[config.mk]
export PLATFORM = sky130hd
export DESIGN_NAME = tcm_data_port_arbiter
export DESIGN_NICKNAME = d
export VERILOG_FILES = /design/src/rtl/tcm_arb_pkg.sv /design/src/rtl/tcm_port_arb2.sv /design/src/rtl/tcm_data_port_arbiter.sv
export SDC_FILE = /design/constraint.sdc
export NUM_CORES = 1
export LEC_CHECK = 0
export CAP_MARGIN = 15
export CELL_PAD_IN_SITES_DETAIL_PLACEMENT = 1
export CELL_PAD_IN_SITES_GLOBAL_PLACEMENT = 2
export CORE_AREA = 2 2 148 150
export DETAILED_ROUTE_END_ITERATION = 8
export DIE_AREA = 0 0 150 152
export DONT_BUFFER_PORTS = 1
export HOLD_SLACK_MARGIN = 0.08
export PLACE_DENSITY_LB_ADDON = 0.1
export REMOVE_ABC_BUFFERS = 1
export SYNTH_ARGS = -nofsm -noshare
export SYNTH_HDL_FRONTEND = slang
export SYNTH_SLANG_ARGS = --single-unit
[constraint.sdc]
create_clock -name clk -period 2.7 [get_ports clk]
set_input_delay 0.54 -clock clk [delete_from_list [all_inputs] [get_ports clk]]
set_output_delay 0.54 -clock clk [all_outputs]
set_load 0.01 [all_outputs]
[src/rtl/tcm_arb_pkg.sv]
// rtl/tcm_arb_pkg.sv - shared types and widths for the TCM data-port arbiter
`ifndef ADDR_WIDTH
`define ADDR_WIDTH 32
`endif
`ifndef SIZE_WIDTH
`define SIZE_WIDTH 3
`endif
`ifndef REG_DATA_WIDTH
`define REG_DATA_WIDTH 32
`endif
`ifndef BUS_DATA_WIDTH
`define BUS_DATA_WIDTH 32
`endif

package tcm_arb_pkg;

    localparam int STARVE_CNT_WIDTH = 8;

    typedef enum logic [1:0] {
        OWNER_NONE = 2'd0,
        OWNER_LSU  = 2'd1,
        OWNER_DBG  = 2'd2
    } rsp_owner_t;

endpackage

[src/rtl/tcm_port_arb2.sv]
// rtl/tcm_port_arb2.sv - two-requester fixed-priority arbiter with debug starvation override
module tcm_port_arb2
    import tcm_arb_pkg::*;
#(
    parameter int STARVE_LIMIT = 8
) (
    input  logic clk,
    input  logic rst,
    input  logic i_req_pri,
    input  logic i_req_dbg,
    output logic o_gnt_pri,
    output logic o_gnt_dbg
);

    localparam logic [STARVE_CNT_WIDTH-1:0] LP_LIMIT = STARVE_CNT_WIDTH'(STARVE_LIMIT);
    localparam logic [STARVE_CNT_WIDTH-1:0] LP_ONE   = STARVE_CNT_WIDTH'(1);

    logic [STARVE_CNT_WIDTH-1:0] r_starve_cnt;
    logic                        w_override;

    // Debug jumps the queue for exactly one grant once it has been refused LIMIT times in a row.
    assign w_override = (r_starve_cnt == LP_LIMIT);
    assign o_gnt_dbg  = i_req_dbg & (~i_req_pri | w_override);
    assign o_gnt_pri  = i_req_pri & ~o_gnt_dbg;

    // Count consecutive refused debug cycles; clear on a debug grant or when debug is not asking.
    always_ff @(posedge clk or posedge rst) begin
        if (rst) begin
            r_starve_cnt <= '0;
        end else if (!i_req_dbg || o_gnt_dbg) begin
            r_starve_cnt <= '0;
        end else if (!w_override) begin
            r_starve_cnt <= r_starve_cnt + LP_ONE;
        end
    end

endmodule

[src/rtl/tcm_data_port_arbiter.sv]
// rtl/tcm_data_port_arbiter.sv - shares the TCM stbuf read/write ports between LSU, store buffer and debug
module tcm_data_port_arbiter
    import tcm_arb_pkg::*;
#(
    parameter int STARVE_LIMIT = 8
) (
    input  logic                        clk,
    input  logic                        rst,
    input  logic                        lsu_rd_valid,
    input  logic [`ADDR_WIDTH-1:0]      lsu_rd_addr,
    input  logic [`SIZE_WIDTH-1:0]      lsu_rd_size,
    output logic                        lsu_rd_ready,
    output logic                        lsu_rdata_valid,
    output logic [`BUS_DATA_WIDTH-1:0]  lsu_rdata,
    input  logic                        stbuf_wr_valid,
    input  logic [`ADDR_WIDTH-1:0]      stbuf_wr_addr,
    input  logic [`SIZE_WIDTH-1:0]      stbuf_wr_size,
    input  logic [`REG_DATA_WIDTH-1:0]  stbuf_wr_data,
    output logic                        stbuf_wr_ready,
    input  logic                        dbg_valid,
    input  logic                        dbg_we,
    input  logic [`ADDR_WIDTH-1:0]      dbg_addr,
    input  logic [`SIZE_WIDTH-1:0]      dbg_size,
    input  logic [`REG_DATA_WIDTH-1:0]  dbg_wdata,
    output logic                        dbg_ready,
    output logic                        dbg_rdata_valid,
    output logic [`BUS_DATA_WIDTH-1:0]  dbg_rdata,
    output logic [`ADDR_WIDTH-1:0]      bus_tcm_stbuf_read_addr,
    output logic [`SIZE_WIDTH-1:0]      bus_tcm_stbuf_read_size,
    output logic                        bus_tcm_stbuf_rd,
    output logic [`ADDR_WIDTH-1:0]      bus_tcm_stbuf_write_addr,
    output logic [`SIZE_WIDTH-1:0]      bus_tcm_stbuf_write_size,
    output logic [`REG_DATA_WIDTH-1:0]  bus_tcm_stbuf_data,
    output logic                        bus_tcm_stbuf_wr,
    input  logic [`BUS_DATA_WIDTH-1:0]  tcm_bus_stbuf_data
);

    logic       w_rd_req_lsu;
    logic       w_rd_req_dbg;
    logic       w_wr_req_sb;
    logic       w_wr_req_dbg;
    logic       w_rd_gnt_lsu;
    logic       w_rd_gnt_dbg;
    logic       w_wr_gnt_sb;
    logic       w_wr_gnt_dbg;
    rsp_owner_t r_rsp_owner;

    // Requests are masked during reset so no ready or strobe can leak out.
    assign w_rd_req_lsu = lsu_rd_valid & ~rst;
    assign w_rd_req_dbg = dbg_valid & ~dbg_we & ~rst;
    assign w_wr_req_sb  = stbuf_wr_valid & ~rst;
    assign w_wr_req_dbg = dbg_valid & dbg_we & ~rst;

    tcm_port_arb2 #(.STARVE_LIMIT(STARVE_LIMIT)) u_rd_arb (
        .clk       (clk),
        .rst       (rst),
        .i_req_pri (w_rd_req_lsu),
        .i_req_dbg (w_rd_req_dbg),
        .o_gnt_pri (w_rd_gnt_lsu),
        .o_gnt_dbg (w_rd_gnt_dbg)
    );

    tcm_port_arb2 #(.STARVE_LIMIT(STARVE_LIMIT)) u_wr_arb (
        .clk       (clk),
        .rst       (rst),
        .i_req_pri (w_wr_req_sb),
        .i_req_dbg (w_wr_req_dbg),
        .o_gnt_pri (w_wr_gnt_sb),
        .o_gnt_dbg (w_wr_gnt_dbg)
    );

    assign lsu_rd_ready     = w_rd_gnt_lsu;
    assign stbuf_wr_ready   = w_wr_gnt_sb;
    assign dbg_ready        = w_rd_gnt_dbg | w_wr_gnt_dbg;
    assign bus_tcm_stbuf_rd = w_rd_gnt_lsu | w_rd_gnt_dbg;
    assign bus_tcm_stbuf_wr = w_wr_gnt_sb | w_wr_gnt_dbg;

    // Read-port address/size follow the read winner (LSU values when idle).
    always_comb begin
        bus_tcm_stbuf_read_addr = lsu_rd_addr;
        bus_tcm_stbuf_read_size = lsu_rd_size;
        if (w_rd_gnt_dbg) begin
            bus_tcm_stbuf_read_addr = dbg_addr;
            bus_tcm_stbuf_read_size = dbg_size;
        end
    end

    // Write-port address/size/data follow the write winner (store-buffer values when idle).
    always_comb begin
        bus_tcm_stbuf_write_addr = stbuf_wr_addr;
        bus_tcm_stbuf_write_size = stbuf_wr_size;
        bus_tcm_stbuf_data       = stbuf_wr_data;
        if (w_wr_gnt_dbg) begin
            bus_tcm_stbuf_write_addr = dbg_addr;
            bus_tcm_stbuf_write_size = dbg_size;
            bus_tcm_stbuf_data       = dbg_wdata;
        end
    end

    // Remember who issued this cycle's read so next cycle's TCM data goes back to them.
    always_ff @(posedge clk or posedge rst) begin
        if (rst) begin
            r_rsp_owner <= OWNER_NONE;
        end else if (w_rd_gnt_dbg) begin
            r_rsp_owner <= OWNER_DBG;
        end else if (w_rd_gnt_lsu) begin
            r_rsp_owner <= OWNER_LSU;
        end else begin
            r_rsp_owner <= OWNER_NONE;
        end
    end

    assign lsu_rdata_valid = (r_rsp_owner == OWNER_LSU);
    assign dbg_rdata_valid = (r_rsp_owner == OWNER_DBG);
    assign lsu_rdata       = tcm_bus_stbuf_data;
    assign dbg_rdata       = tcm_bus_stbuf_data;

endmodule

==> flow_summary_export.csv, run 1 <==
group,metric,value,unit
critical_path,end_kind,"output pin",
synth,synthDistinctLibCells,34,
cells_and_area,design_area,5280,um^2
critical_path,critical_path_required,2.16,ns
route,drt_iter0_drc,199,
global_routing,grt_max_degree,139,
placement,post_dp_cell_area,5110,um^2
sta,max_freq,0.386,GHz
sta,min_period,2.59,ns
route,drt-wirelength-per-cell,24.5,um
clock_tree,htreeDepth,1,
global_routing,antenna_found_initial,0,
synth,synth_area_per_cell,6.99,um^2
route,vias,5481,
route,antenna_left,0,
global_routing,globalRouteOverflowTotal,0,
sta,tightest_slew,0.725,ns
cells_and_area,final_core_util,0.247,
route,via_per_inst,5.94,
global_routing,grt_pass1_wl,33400,um
job,maxCapViolations,0,
synth,yosysSeqAreaShare,0.0849,
synth,synth_top_area_cell,"mux2i_1",
die,row_count,54,
die,initial_core_util,0.249,
clock_tree,cts_buffer_depth,2,
die,die_area,22800,um^2
critical_path,worstPathArrival,2.05,ns
outcome,status,"complete, no violations",
die,core-area,21400,um^2
cells_and_area,layout-drive-gt1-share,0.0623,
global_routing,grt_usage,0.183,
critical_path,slowest_delay,0.50,ns
sta,setup_violations,0,
pwr,irDropWorstVdd,0.000155,V
critical_path,worstRegToRegCells,4,
pwr,report.power.total,0.00107,W
critical_path,crit_path_cell_trace,"inv_1 -> ha_1 -> or4b_4 -> nor2_4 -> buf_12 -> clkbuf_16 -> o211ai_1",
pwr,powerDensity,202,nW/um^2
clock_tree,root_buffer,"clkbuf_16",
route,firstDrtPassIters,4,
synth,synthCells,759,
clock_tree,cts_buffers,3,
clock_tree,clk_transition_reported_paths,0.06,ns
route,drc_errors,0,
placement,io_buffers,0,
sta,min_period_over_period,0.960,
sta,rsz0062_at_grt,"false",
sta,whs,0.206,ns
die,ios,380,
clock_tree,cts_num_sinks,18,
synth,yosys_warnings,0,
die,die_w,150,um
synth,ys_ff_latch,18,
placement,hpwlAfterDp,16600,um
worst_hold_path,hold_class,"input pin to async pin",
clock_tree,worstSkewPairLatency,0.25,ns
cells_and_area,nNetsFinal,854,
critical_path,start_kind,"flip-flop",
placement,place_congestion,0.765,
cells_and_area,diodes,0,
die,die_h,152,um
synth,yosys-top-cells-area,"mux2i_1, o211ai_1, nor2b_1",
global_routing,grt_pass1_vias,5560,
critical_path,slowest_stage,"or4b_4",
clock_tree,cts_tree,"built",
pwr,p_leak,1.51,nW
cells_and_area,syn2layout_area_growth,-0.495,%
sta,finClkSkew,0.00213,ns
route,wirelength,22600,um
critical_path,crit_type,"flip-flop to output pin",
critical_path,crit_fanout,20,
synth,syn_area,5310,um^2
sta,hold_violations,0,
synth,synth_top_cell_area_share,0.192,
sta,maxSlewHeadroom,0.514,
sta,slew_viol_final,0,
area by class of cell:
class | count | area [um^2]
Timing Repair Buffer | 25 | 323
Tap cell | 280 | 350
Fill cell | 2627 | 16100
Clock buffer | 4 | 88.8
Sequential cell | 18 | 450
Multi-Input combinational cell | 587 | 4040
Inverter | 8 | 30.0
Yosys cell counts:
master,number
and2_1,1
o21ai_0,8
nand4bb_1,1
inv_1,8
xor2_1,4
xnor2_1,2
nor3b_1,2
or4b_4,1
or3_1,7
a21oi_1,7
nor4bb_1,1
and3_1,1
a311oi_1,1
or3b_2,1
o211ai_1,103
nand2_1,71
o211ai_2,1
a22o_1,1
nor2_1,13
nor4b_2,1
ha_1,4
buf_2,26
buf_4,66
dfrtp_1,18
nand4_1,104
and3b_1,1
clkbuf_1,45
buf_6,1
buf_1,8
nor2_4,1
nand3_1,42
nor3_1,1
nor2b_1,105
mux2i_1,102
power by group:
part	switching, W	internal (W)	leakage (nW)
Clock	0.000107	0.000226	0.0442
Sequential	0.00000160	0.000272	0.250
Combinational	0.000272	0.000190	1.21
Total	0.000380	0.000688	1.51
per-stage QoR:
stage                     setup WS, ns  TNS, ns  std cells
after floorplan                  -5.27  -397.06        613
after global placement           0.347        0        915
after detailed placement         0.299        0        915
after CTS                       0.0191        0        919
after global routing            0.0232        0        922
final                            0.107        0        922
per-layer routing:
metal / up-vias / GRT usage / part of all wire
met3: 29 / 0.0952 / 0.13
li1: 2508 / - / -
met1: 2659 / 0.220 / 0.41
met2: 283 / 0.294 / 0.45
met5: - / 0.0304 / 0.0026
met4: 2 / 0.0247 / 0.013
critical path, delay by kind of cell (launching register included):
kind	cells	cell delay [ns]
simple gates	2	0.62
fa+ha+maj	1	0.16
buf+inv	3	0.40
flops	1	0.40
compound gates	1	0.20
path summary, 6_finish.rpt:
| path | start | end | slack, ns |
|---|---|---|---|
| min in group clk | u_wr_arb.r_starve_cnt[0]$_DFFE_PP0P_ | u_wr_arb.r_starve_cnt[0]$_DFFE_PP0P_ | 0.48 |
| worst min register to register | u_wr_arb.r_starve_cnt[0]$_DFFE_PP0P_ | u_wr_arb.r_starve_cnt[0]$_DFFE_PP0P_ | 0.48 |
| worst min-delay path | rst | u_wr_arb.r_starve_cnt[2]$_DFFE_PP0P_ | 0.21 |
| worst max-delay path | u_wr_arb.r_starve_cnt[0]$_DFFE_PP0P_ | bus_tcm_stbuf_write_addr[31] | 0.11 |
| worst max register to register | u_rd_arb.r_starve_cnt[6]$_DFFE_PP0P_ | u_rd_arb.r_starve_cnt[2]$_DFFE_PP0P_ | 0.73 |
| max in group asynchronous | rst | u_rd_arb.r_starve_cnt[5]$_DFFE_PP0P_ | 2.29 |
layout by cell type, fill, tap and decap left out, drive strengths merged:
master     n
and3       1
inv        8
nor4bb     1
or3b       1
nor3b      2
xnor2      2
a22o       1
or4b       1
mux2i    102
and3b      1
nor4b      1
ha         4
xor2       4
nor3       1
or3        7
nor2      14
o21ai      8
buf       23
a311oi     1
dfrtp     18
a21oi      7
clkbuf     6
nand2     71
nand4bb    1
o211ai   104
and2       1
nor2b    105
nand3     42
nand4    104
sequential cells by signal (all words and copies together) (netlist names):
register / count
r_rsp_owner: 2
u_rd_arb.r_starve_cnt: 8
u_wr_arb.r_starve_cnt: 8
cells by family (layout without fill, tap and decap cells):
kind of cell               after synthesis  in the layout  synth area share
and+or+nand+nor                        354            354             0.375
AOI/OAI and AO/OA                      121            121             0.166
adders and majority gates                4              4           0.00943
xor gates and xnor gates                 6              6           0.00990
muxes                                  102            102             0.192
buffers and inverters                  154             37             0.163
DFF                                     18             18            0.0849
timing repair:
| item | CTS | global route |
|---|---|---|
| gates resized for setup | 0 | 3 |
| hold buffers | 0 | 0 |
| buffers inserted | 0 | 1 |
| setup endpoints to repair | 0 | 28 |
Note: power is estimated with default switching activity, not from simulation.
==> run 2, diff against run 1 <==
Settings changed: CORE_AREA 2 2 148 150 to 2 2 146 148, DIE_AREA 0 0 150 152 to 0 0 148 150, REMOVE_ABC_BUFFERS 1 to unset, SLEW_MARGIN set to 20, SYNTH_HIERARCHICAL set to 1.
==> run 2 against run 1 <==
The run now ends with negative setup slack left; global-route usage is 7.8 points lower; fmax is 4.9% lower; synthesized cell count is 63% lower; highest routed layer is now met4; design area is 37% lower; via count is 64% lower; clock skew is 0.0034 ns higher.
==> flow_summary_export.csv, run 2 <==
group,metric,value,unit
die,initial_core_util,0.133,
cells_and_area,layout_commonest_cell,"mux2_4",
pwr,irDropWorstVdd,0.000273,V
sta,finClkSkew,0.00555,ns
synth,syn_area,2750,um^2
worst_hold_path,hold_class,"input pin to async pin",
synth,ys_ff_latch,18,
critical_path,worstPathArrival,2.19,ns
pwr,seqPwrFrac,0.286,
critical_path,crit_type,"flip-flop to output pin",
synth,yosys_warnings,6,
cells_and_area,mostFrequentLayoutCells,"mux2_4, mux2_2, buf_4",
synth,async_flop_share,1.00,
synth,synth_top_area_cell,"mux2_2",
sta,setup_tns,-0.225,ns
global_routing,grt_usage,0.104,
route,drc_errors,0,
clock_tree,cts_buffers,3,
route,drt_iter0_drc,26,
pwr,p_leak,1.27,nW
global_routing,antenna_found_initial,2,
synth,synth_top_cell_area_share,0.385,
synth,synth_area_per_cell,9.85,um^2
placement,hpwlAfterDp,11300,um
route,via_per_inst,3.75,
pwr,powerDensity,286,nW/um^2
pwr,p_sw,0.000284,W
global_routing,grt_pass1_wl,16500,um
synth,synth_common_cells,"mux2_2, buf_4, dfrtp_1",
synth,synthDistinctLibCells,27,
sta,layout_setup_ws,-0.0272,ns
sta,min_period_over_period,1.01,
clock_tree,clk_transition_reported_paths,0.06,ns
sta,max_freq,0.367,GHz
pwr,p_clk_frac,0.362,
synth,yosysMostFrequentCell,"mux2_2",
critical_path,end_kind,"output pin",
clock_tree,worstSkewPairLatency,0.25,ns
cells_and_area,syn2layout_area_growth,21.2,%
outcome,status,"complete, but fails checks",
sta,rsz0062_at_grt,"true",
sta,setup_violations,23,
clock_tree,root_buffer,"clkbuf_16",
route,vias,1956,
die,die_area,22200,um^2
cells_and_area,nNetsFinal,457,
route,wirelength,13500,um
global_routing,grt_max_degree,23,
synth,syn_nets,490,
route,drt-wirelength-per-cell,26.0,um
critical_path,reg2reg_setup_slack,0.93,ns
placement,io_buffers,0,
critical_path,regToRegEndpoint,"r_rsp_owner[0]$_DFF_PP0_",
die,die_w,148,um
die,die_h,150,um
global_routing,grt_pass1_vias,2087,
outcome,violations,"negative setup slack",
synth,synthCells,279,
cells_and_area,instances_no_fill,521,
clock_tree,cts_tree,"built",
placement,place_congestion,0.723,
clock_tree,cts_buffer_depth,2,
die,core-area,20700,um^2
critical_path,r2r-start,"u_rd_arb/r_starve_cnt[5]$_DFFE_PP0P_",
clock_tree,cts_num_sinks,18,
cells_and_area,largestRegisters,"u_rd_arb/r_starve_cnt (8), u_wr_arb/r_starve_cnt (8), r_rsp_owner (2)",
sta,slew_viol_final,0,
placement,place_inst,497,
clock_tree,htreeDepth,1,
die,ios,380,
critical_path,crit_fanout,8,
placement,place_ws,0.0628,ns
global_routing,globalRouteOverflowTotal,0,
critical_path,worstRegToRegCells,6,
synth,yosys_most_used_dff,"dfrtp_1",
cells_and_area,layout-drive-gt1-share,0.657,
cells_and_area,fill_cells,2395,
pwr,power.internal,0.000669,W
synth,yosys-top-cells-area,"mux2_2, buf_4, dfrtp_1",
die,row_count,53,
sta,hold_violations,0,
critical_path,critical_path_required,2.16,ns
sta,tightest_slew,0.546,ns
route,antenna_left,0,
synth,synth_edf_count,0,
sta,maxSlewHeadroom,0.635,
pwr,report.power.total,0.000954,W
critical_path,start_kind,"flip-flop",
job,maxCapViolations,0,
sta,min_period,2.73,ns
pwr,pwr-share-comb,0.353,
synth,yosysSeqAreaShare,0.164,
pwr,swShare,0.298,
route,firstDrtPassIters,4,
-- run 2: cell count changes in the layout (fill, tap and decap cells not counted), moves of 3 or more --
cell      delta
inv_2        +3
nor2_1       -3
buf_6        +4
buf_4        +8
nand2_1     -67
mux2_4      +60
o211ai_1   -103
nand3_1     -38
nand4_1    -102
mux2i_1    -102
mux2_2      +42
nor2b_1    -100
buf_12       -3
-- run 2: per-stage QoR --
stage | hold slack [ns] | utilization | area [um^2]
3_3_place_gp | 0.291 | 0.132 | 2720
3_5_place_dp | 0.290 | 0.132 | 2720
5_1_grt | 0.159 | 0.161 | 3330
2_1_floorplan | 0.281 | - | 2750
6_report | 0.142 | 0.161 | 3330
4_1_cts | 0.150 | 0.150 | 3100
-- run 2: logic make-up (layout without fill, tap and decap cells) --
kind of cell / count (synthesis) / in the layout / synth area share
flip-flops: 18 / 18 / 0.164
multiplexers: 102 / 102 / 0.429
XOR/XNOR: 6 / 6 / 0.0191
other: 0 / 1 / 0
AO/OA/AOI/OAI: 18 / 18 / 0.0464
AND/OR/NAND/NOR: 44 / 44 / 0.101
buffers and inverters: 87 / 53 / 0.223
adder cells (fa/ha/maj): 4 / 4 / 0.0182
-- run 2: worst max-delay path: stages, from the launching register on --
cell	delay (ns)
dfrtp_1	0.39
or3_4	0.39
or2_4	0.25
a21oi_4	0.21
buf_6	0.17
buf_12	0.15
mux2_4	0.35
-- run 2: how the worst max path moves through the flow --
stage | from | end | depth (start not counted)
after global placement | u_rd_arb/r_starve_cnt[1]$_DFFE_PP0P_ | bus_tcm_stbuf_read_addr[12] | 7
final | u_rd_arb/r_starve_cnt[5]$_DFFE_PP0P_ | bus_tcm_stbuf_read_addr[12] | 6
after global routing | u_rd_arb/r_starve_cnt[0]$_DFFE_PP0P_ | bus_tcm_stbuf_read_addr[12] | 8
after floorplan | u_rd_arb/r_starve_cnt[0]$_DFFE_PP0P_ | bus_tcm_stbuf_read_addr[25] | 8
after CTS | u_rd_arb/r_starve_cnt[5]$_DFFE_PP0P_ | bus_tcm_stbuf_read_addr[14] | 7
after detailed placement | u_rd_arb/r_starve_cnt[1]$_DFFE_PP0P_ | bus_tcm_stbuf_read_addr[12] | 7
-- run 2: layer usage --
| layer | GRT usage | wire length (um) |
|---|---|---|
| met5 | 0 | 0 |
| met4 | 0.00143 | 2 |
| met3 | 0.0479 | 1520 |
| met2 | 0.180 | 6630 |
| met1 | 0.127 | 5370 |
-- run 2: layout make-up --
type | instances | area [um^2] | area share
Clock buffer | 4 | 88.8 | 0.0267
Antenna cell | 1 | 2.50 | 0.000751
Inverter | 11 | 41.3 | 0.0124
Sequential cell | 18 | 450 | 0.135
Timing Repair Buffer | 38 | 448 | 0.134
Multi-Input combinational cell | 174 | 1960 | 0.587
Tap cell | 275 | 344 | 0.103
-- run 2: power groups by stage --
| stage | registers (W) | clock network, W | logic, W |
|---|---|---|---|
| 6_report | 0.000273 | 0.000345 | 0.000336 |
| 5_1_grt | 0.000273 | 0.000370 | 0.000355 |
| 4_1_cts | 0.000272 | 0.000356 | 0.000314 |
| 3_5_place_dp | 0.000277 | 0 | 0.000275 |
| 3_3_place_gp | 0.000277 | 0 | 0.000282 |
| 2_1_floorplan | 0.000277 | 0 | 0.000326 |
-- run 2: repair_timing --
action,in CTS,in global routing
resized for setup,32,49
setup buffers,10,6
endpoints found under the setup margin,102,103
hold buffers,1,0
gates cloned,2,3
pin swaps,5,4
hold endpoints to repair,2,0
==> RTL change 1 (flow settings as in run 1) <==
The 3 values of `rsp_owner_t` get a one-hot encoding in 3 bits.
--- a/src/rtl/tcm_arb_pkg.sv
+++ b/src/rtl/tcm_arb_pkg.sv
@@ -16,10 +16,10 @@
 
     localparam int STARVE_CNT_WIDTH = 8;
 
-    typedef enum logic [1:0] {
-        OWNER_NONE = 2'd0,
-        OWNER_LSU  = 2'd1,
-        OWNER_DBG  = 2'd2
+    typedef enum logic [2:0] {
+        OWNER_NONE = 3'b001,
+        OWNER_LSU  = 3'b010,
+        OWNER_DBG  = 3'b100
     } rsp_owner_t;
 
 endpackage
Formal check against the unedited RTL: no difference found for any inputs over 10 cycles, from zero or initial values and one cycle with rst high; not proved beyond that.
==> RTL change 1 against run 1 <==
Design area down 1.4%; worst setup slack better by 0.049 ns; core utilization down 0.35 points; sequential cell count up 1; wire length up 1.1%; power down 2.8%; via count up 0.44%; largest power group unchanged; synthesized area up 1.3%; highest routed layer is now met4.
==> RTL change 1: results (changes against run 1) <==
Parameter                              Value

Critical path
  Slowest cell on the critical path ... sky130_fd_sc_hd__or3_2
  Highest fanout seen on the critical path ... 16 (-20%)
  R2R Path Start ... u_rd_arb.r_starve_cnt[4]$_DFFE_PP0P_
  Endpoint of the most critical register-to-register path ... u_rd_arb.r_starve_cnt[7]$_DFFE_PP0P_
  CP endpoint ... bus_tcm_stbuf_read_addr[5]

Global route
  Met2 track utilization from global routing ... 31.3% (+1.9 points)
  Global-route track usage on met3 ... 10.3% (+0.78 points)
  All-Layer GR Usage ... 18.8% (+0.53 points)
  First-pass GRT wire length ... 34,500 um (+3.2%)

Yosys
  Arithmetic-cell share of the synthesized area counting full adders, half adders and majority gates ... 0.931% (-0.012 points)
  Share of the synthesized area in compound gates (AO/OA/AOI/OAI) ... 16.5% (-0.026 points)
  Sequential element share of the synthesized area ... 8.87% (+0.38 points)
  Top cells by area in the synthesized netlist ... sky130_fd_sc_hd__mux2i_1, sky130_fd_sc_hd__o211ai_1, sky130_fd_sc_hd__nand4_1
  Synth Area per Inst ... 7.07 um2 (+1.2%)

Layout
  Post-layout net count ... 848 (-0.70%)

Pwr
  Worst supply voltage drop on vdd ... 183 uV (+18%)
  Static leakage ... 1.45 nW (-3.8%)

Run status
  Status ... finished, final reports clean

STA
  Smallest hold slack ... 0.225 ns (+0.0190 ns)
  Layout Skew ... 0.00174 ns (-0.000393 ns)
  Period minus WS final ... 2.54 ns (-0.0490 ns)

Routing
  Total Wirelength ... 22,800 um (+1.1%)
  Count of vias placed by the detailed router ... 5,505 (+0.44%)
  DRT iter0 DRCs ... 270 (+36%)
  Wirelength per Cell ... 24.9 um (+1.7%)

Placement
  Total placed instance area ... 0.00513 mm2 (+0.34%)
  Post-place setup slack ... 0.404 ns (+0.105 ns)
  Routability congestion estimate from global placement ... 0.814 (+6.4%)
RTL change 1: changes by cell type after synthesis, moves of 2 or more:
cell	delta
sky130_fd_sc_hd__buf_1	-2
sky130_fd_sc_hd__nor2_1	-2
sky130_fd_sc_hd__buf_2	+14
sky130_fd_sc_hd__nor3_2	+2
sky130_fd_sc_hd__clkbuf_1	-14
sky130_fd_sc_hd__nor2b_1	-2
RTL change 1: area by class of cell:
class / count / area, um2
sequential: 19 / 477
timing repair buffer: 18 / 223
inverter: 9 / 33.8
fill: 2626 / 16100
clock buffer: 4 / 78.8
tap: 280 / 350
multi-input combinational: 586 / 4040
RTL change 1: layer usage:
layer  vias up  routed length [um]  share of wire [%]
met2       286               10500                 46
met3        22                3170                 14
li1       2505                   -                  -
met5         -                   0                  0
met4         0                 376                1.6
met1      2692                8780                 38
==> RTL change 2 (flow settings as in run 1) <==
Without the edit above. The macro `SIZE_WIDTH` goes from 3 to 4.
--- a/src/rtl/tcm_arb_pkg.sv
+++ b/src/rtl/tcm_arb_pkg.sv
@@ -3,7 +3,7 @@
 `define ADDR_WIDTH 32
 `endif
 `ifndef SIZE_WIDTH
-`define SIZE_WIDTH 3
+`define SIZE_WIDTH 4
 `endif
 `ifndef REG_DATA_WIDTH
 `define REG_DATA_WIDTH 32
Ports: changed (5 resized); port bits go from 380 to 385. The function was not compared with the original's and may differ.
==> RTL change 2 against run 1 <==
Die area did not move; worst setup slack got worse by 0.0071 ns; synthesized area rose by 1.6%; sequential power about the same; power increased by 1.0%; sequential cell count is the same; maximum frequency fell by 0.27%; core utilization up 0.47 points; count of clock-buffer cells in the layout is the same; combinational power increased by 3%; via count increased by 1.9%; wire length up 5.7%; design area grew 1.9%; critical endpoint is now bus_tcm_stbuf_write_addr[5]; largest cell class unchanged; largest power group unchanged.
==> RTL change 2: results (changes against run 1) <==
Parameter                              Value

CTS
  Number of buffers inserted during clock tree synthesis ... 3 (unchanged)

Placement
  Routability congestion estimate from global placement ... 0.737 (-3.8%)
  Placed wire-length estimate ... 17,900 um (+7.4%)
  Total instance count after detailed placement ... 928 (+1.4%)

Critical path
  R2R Path Start ... u_rd_arb.r_starve_cnt[7]$_DFFE_PP0P_
  Endpoint of the most critical register-to-register path ... u_rd_arb.r_starve_cnt[2]$_DFFE_PP0P_
  Highest fanout seen on the critical path ... 21 (+5.0%)
  Reg2reg setup slack ... 0.52 ns (-0.21 ns)
  CP endpoint ... bus_tcm_stbuf_write_addr[5]

Yosys
  Unique masters post-synth ... 35 (+2.9%)
  Arithmetic-cell share of the synthesized area counting full adders, half adders and majority gates ... 0.928% (-0.015 points)
  Xor-xnor portion of the synthesized cell area ... 0.975% (-0.016 points)
  Top cells by area in the synthesized netlist ... sky130_fd_sc_hd__mux2i_1, sky130_fd_sc_hd__o211ai_1, sky130_fd_sc_hd__nor2b_1
  Synthesized netlist cell count ... 770 (+1.4%)
  Mux contribution to synthesized area ... 19.3% (+0.068 points)
  Share of the synthesized area in compound gates (AO/OA/AOI/OAI) ... 16.6% (+0.017 points)
  Top cells by count, synth ... sky130_fd_sc_hd__nor2b_1, sky130_fd_sc_hd__nand4_1, sky130_fd_sc_hd__o211ai_1
  Sequential element share of the synthesized area ... 8.35% (-0.13 points)

Pwr
  Static leakage ... 1.54 nW (+2.4%)
  Worst supply voltage drop on vdd ... 164 uV (+5.7%)
  Power in combinational cells ... 0.000474 W (+3%)
  Net switching power ... 0.000385 W (+1.2%)
  Total Power Consumption ... 0.00108 W (+1.0%)
  Flop+latch power ... 0.000274 W (about the same)

Global route
  Met2 track utilization from global routing ... 30.6% (+1.3 points)
  Global-route track usage on met3 ... 10.8% (+1.2 points)
  Met1 GRT Util ... 23.1% (+1.1 points)
  All-Layer GR Usage ... 19.4% (+1.1 points)
  Number of global-route vias before repair ... 5,569 (+0.16%)
  First-pass GRT wire length ... 35,100 um (+5.0%)
  Largest net degree at the start of global routing ... 141 (+1.4%)

Run status
  Status ... finished, final reports clean

Layout
  Count of fill cells added during filler insertion ... 2,617 (-0.38%)
  Fin cells ... 936 (+1.5%)
  Share of post-route cells with drive strength above 1 ... 6.86% (+0.63 points)
  Post-layout net count ... 871 (+2.0%)

Routing
  DRT iter0 DRCs ... 238 (+20%)
  Met3 Routed Length ... 3300 um (+11%)
  Met1 Routed Length ... 9440 um (+3.0%)
  Average via count per standard cell ... 5.97 (+0.39%)
  First-pass detailed-route iteration total ... 6 (+2)
  Routed wl met2 ... 10,700 um (+5.8%)

STA
  Layout Skew ... 0.00252 ns (+0.000393 ns)
  Actual slew at the worst max-slew pin ... 0.693 ns (-0.0326 ns)

Min path
  Class of the tightest hold or removal check ... primary input to async pin
[RTL change 2: area by class of cell]
type                            count  area, um2  area share (%)
Multi-Input combinational cell    597       4120            76.6
Sequential cell                    18        450            8.37
Timing Repair Buffer               29        340            6.33
Clock buffer                        4       88.8            1.65
Inverter                            8       30.0           0.558
Tap cell                          280        350            6.51
[RTL change 2: per-stage QoR]
stage / hold slack [ns] / worst slack, ns / util, % / instance area (um2)
CTS: 0.210 / 0.00346 / 24.8 / 5300
finish: 0.202 / 0.0999 / 25.2 / 5380
floorplan: 0.455 / -5.46 / - / 4550
detailed placement: 0.479 / 0.292 / 24.4 / 5210
global placement: 0.472 / 0.320 / 24.4 / 5210
global route: 0.224 / 0.0162 / 25.2 / 5380
[RTL change 2: critical path: cells and delay by family (launching register included)]
family / cells / cell delay [ns]
compound gates: 1 / 0.18
fa+ha+maj: 1 / 0.18
buf+inv: 3 / 0.41
flops: 1 / 0.41
simple gates: 2 / 0.62
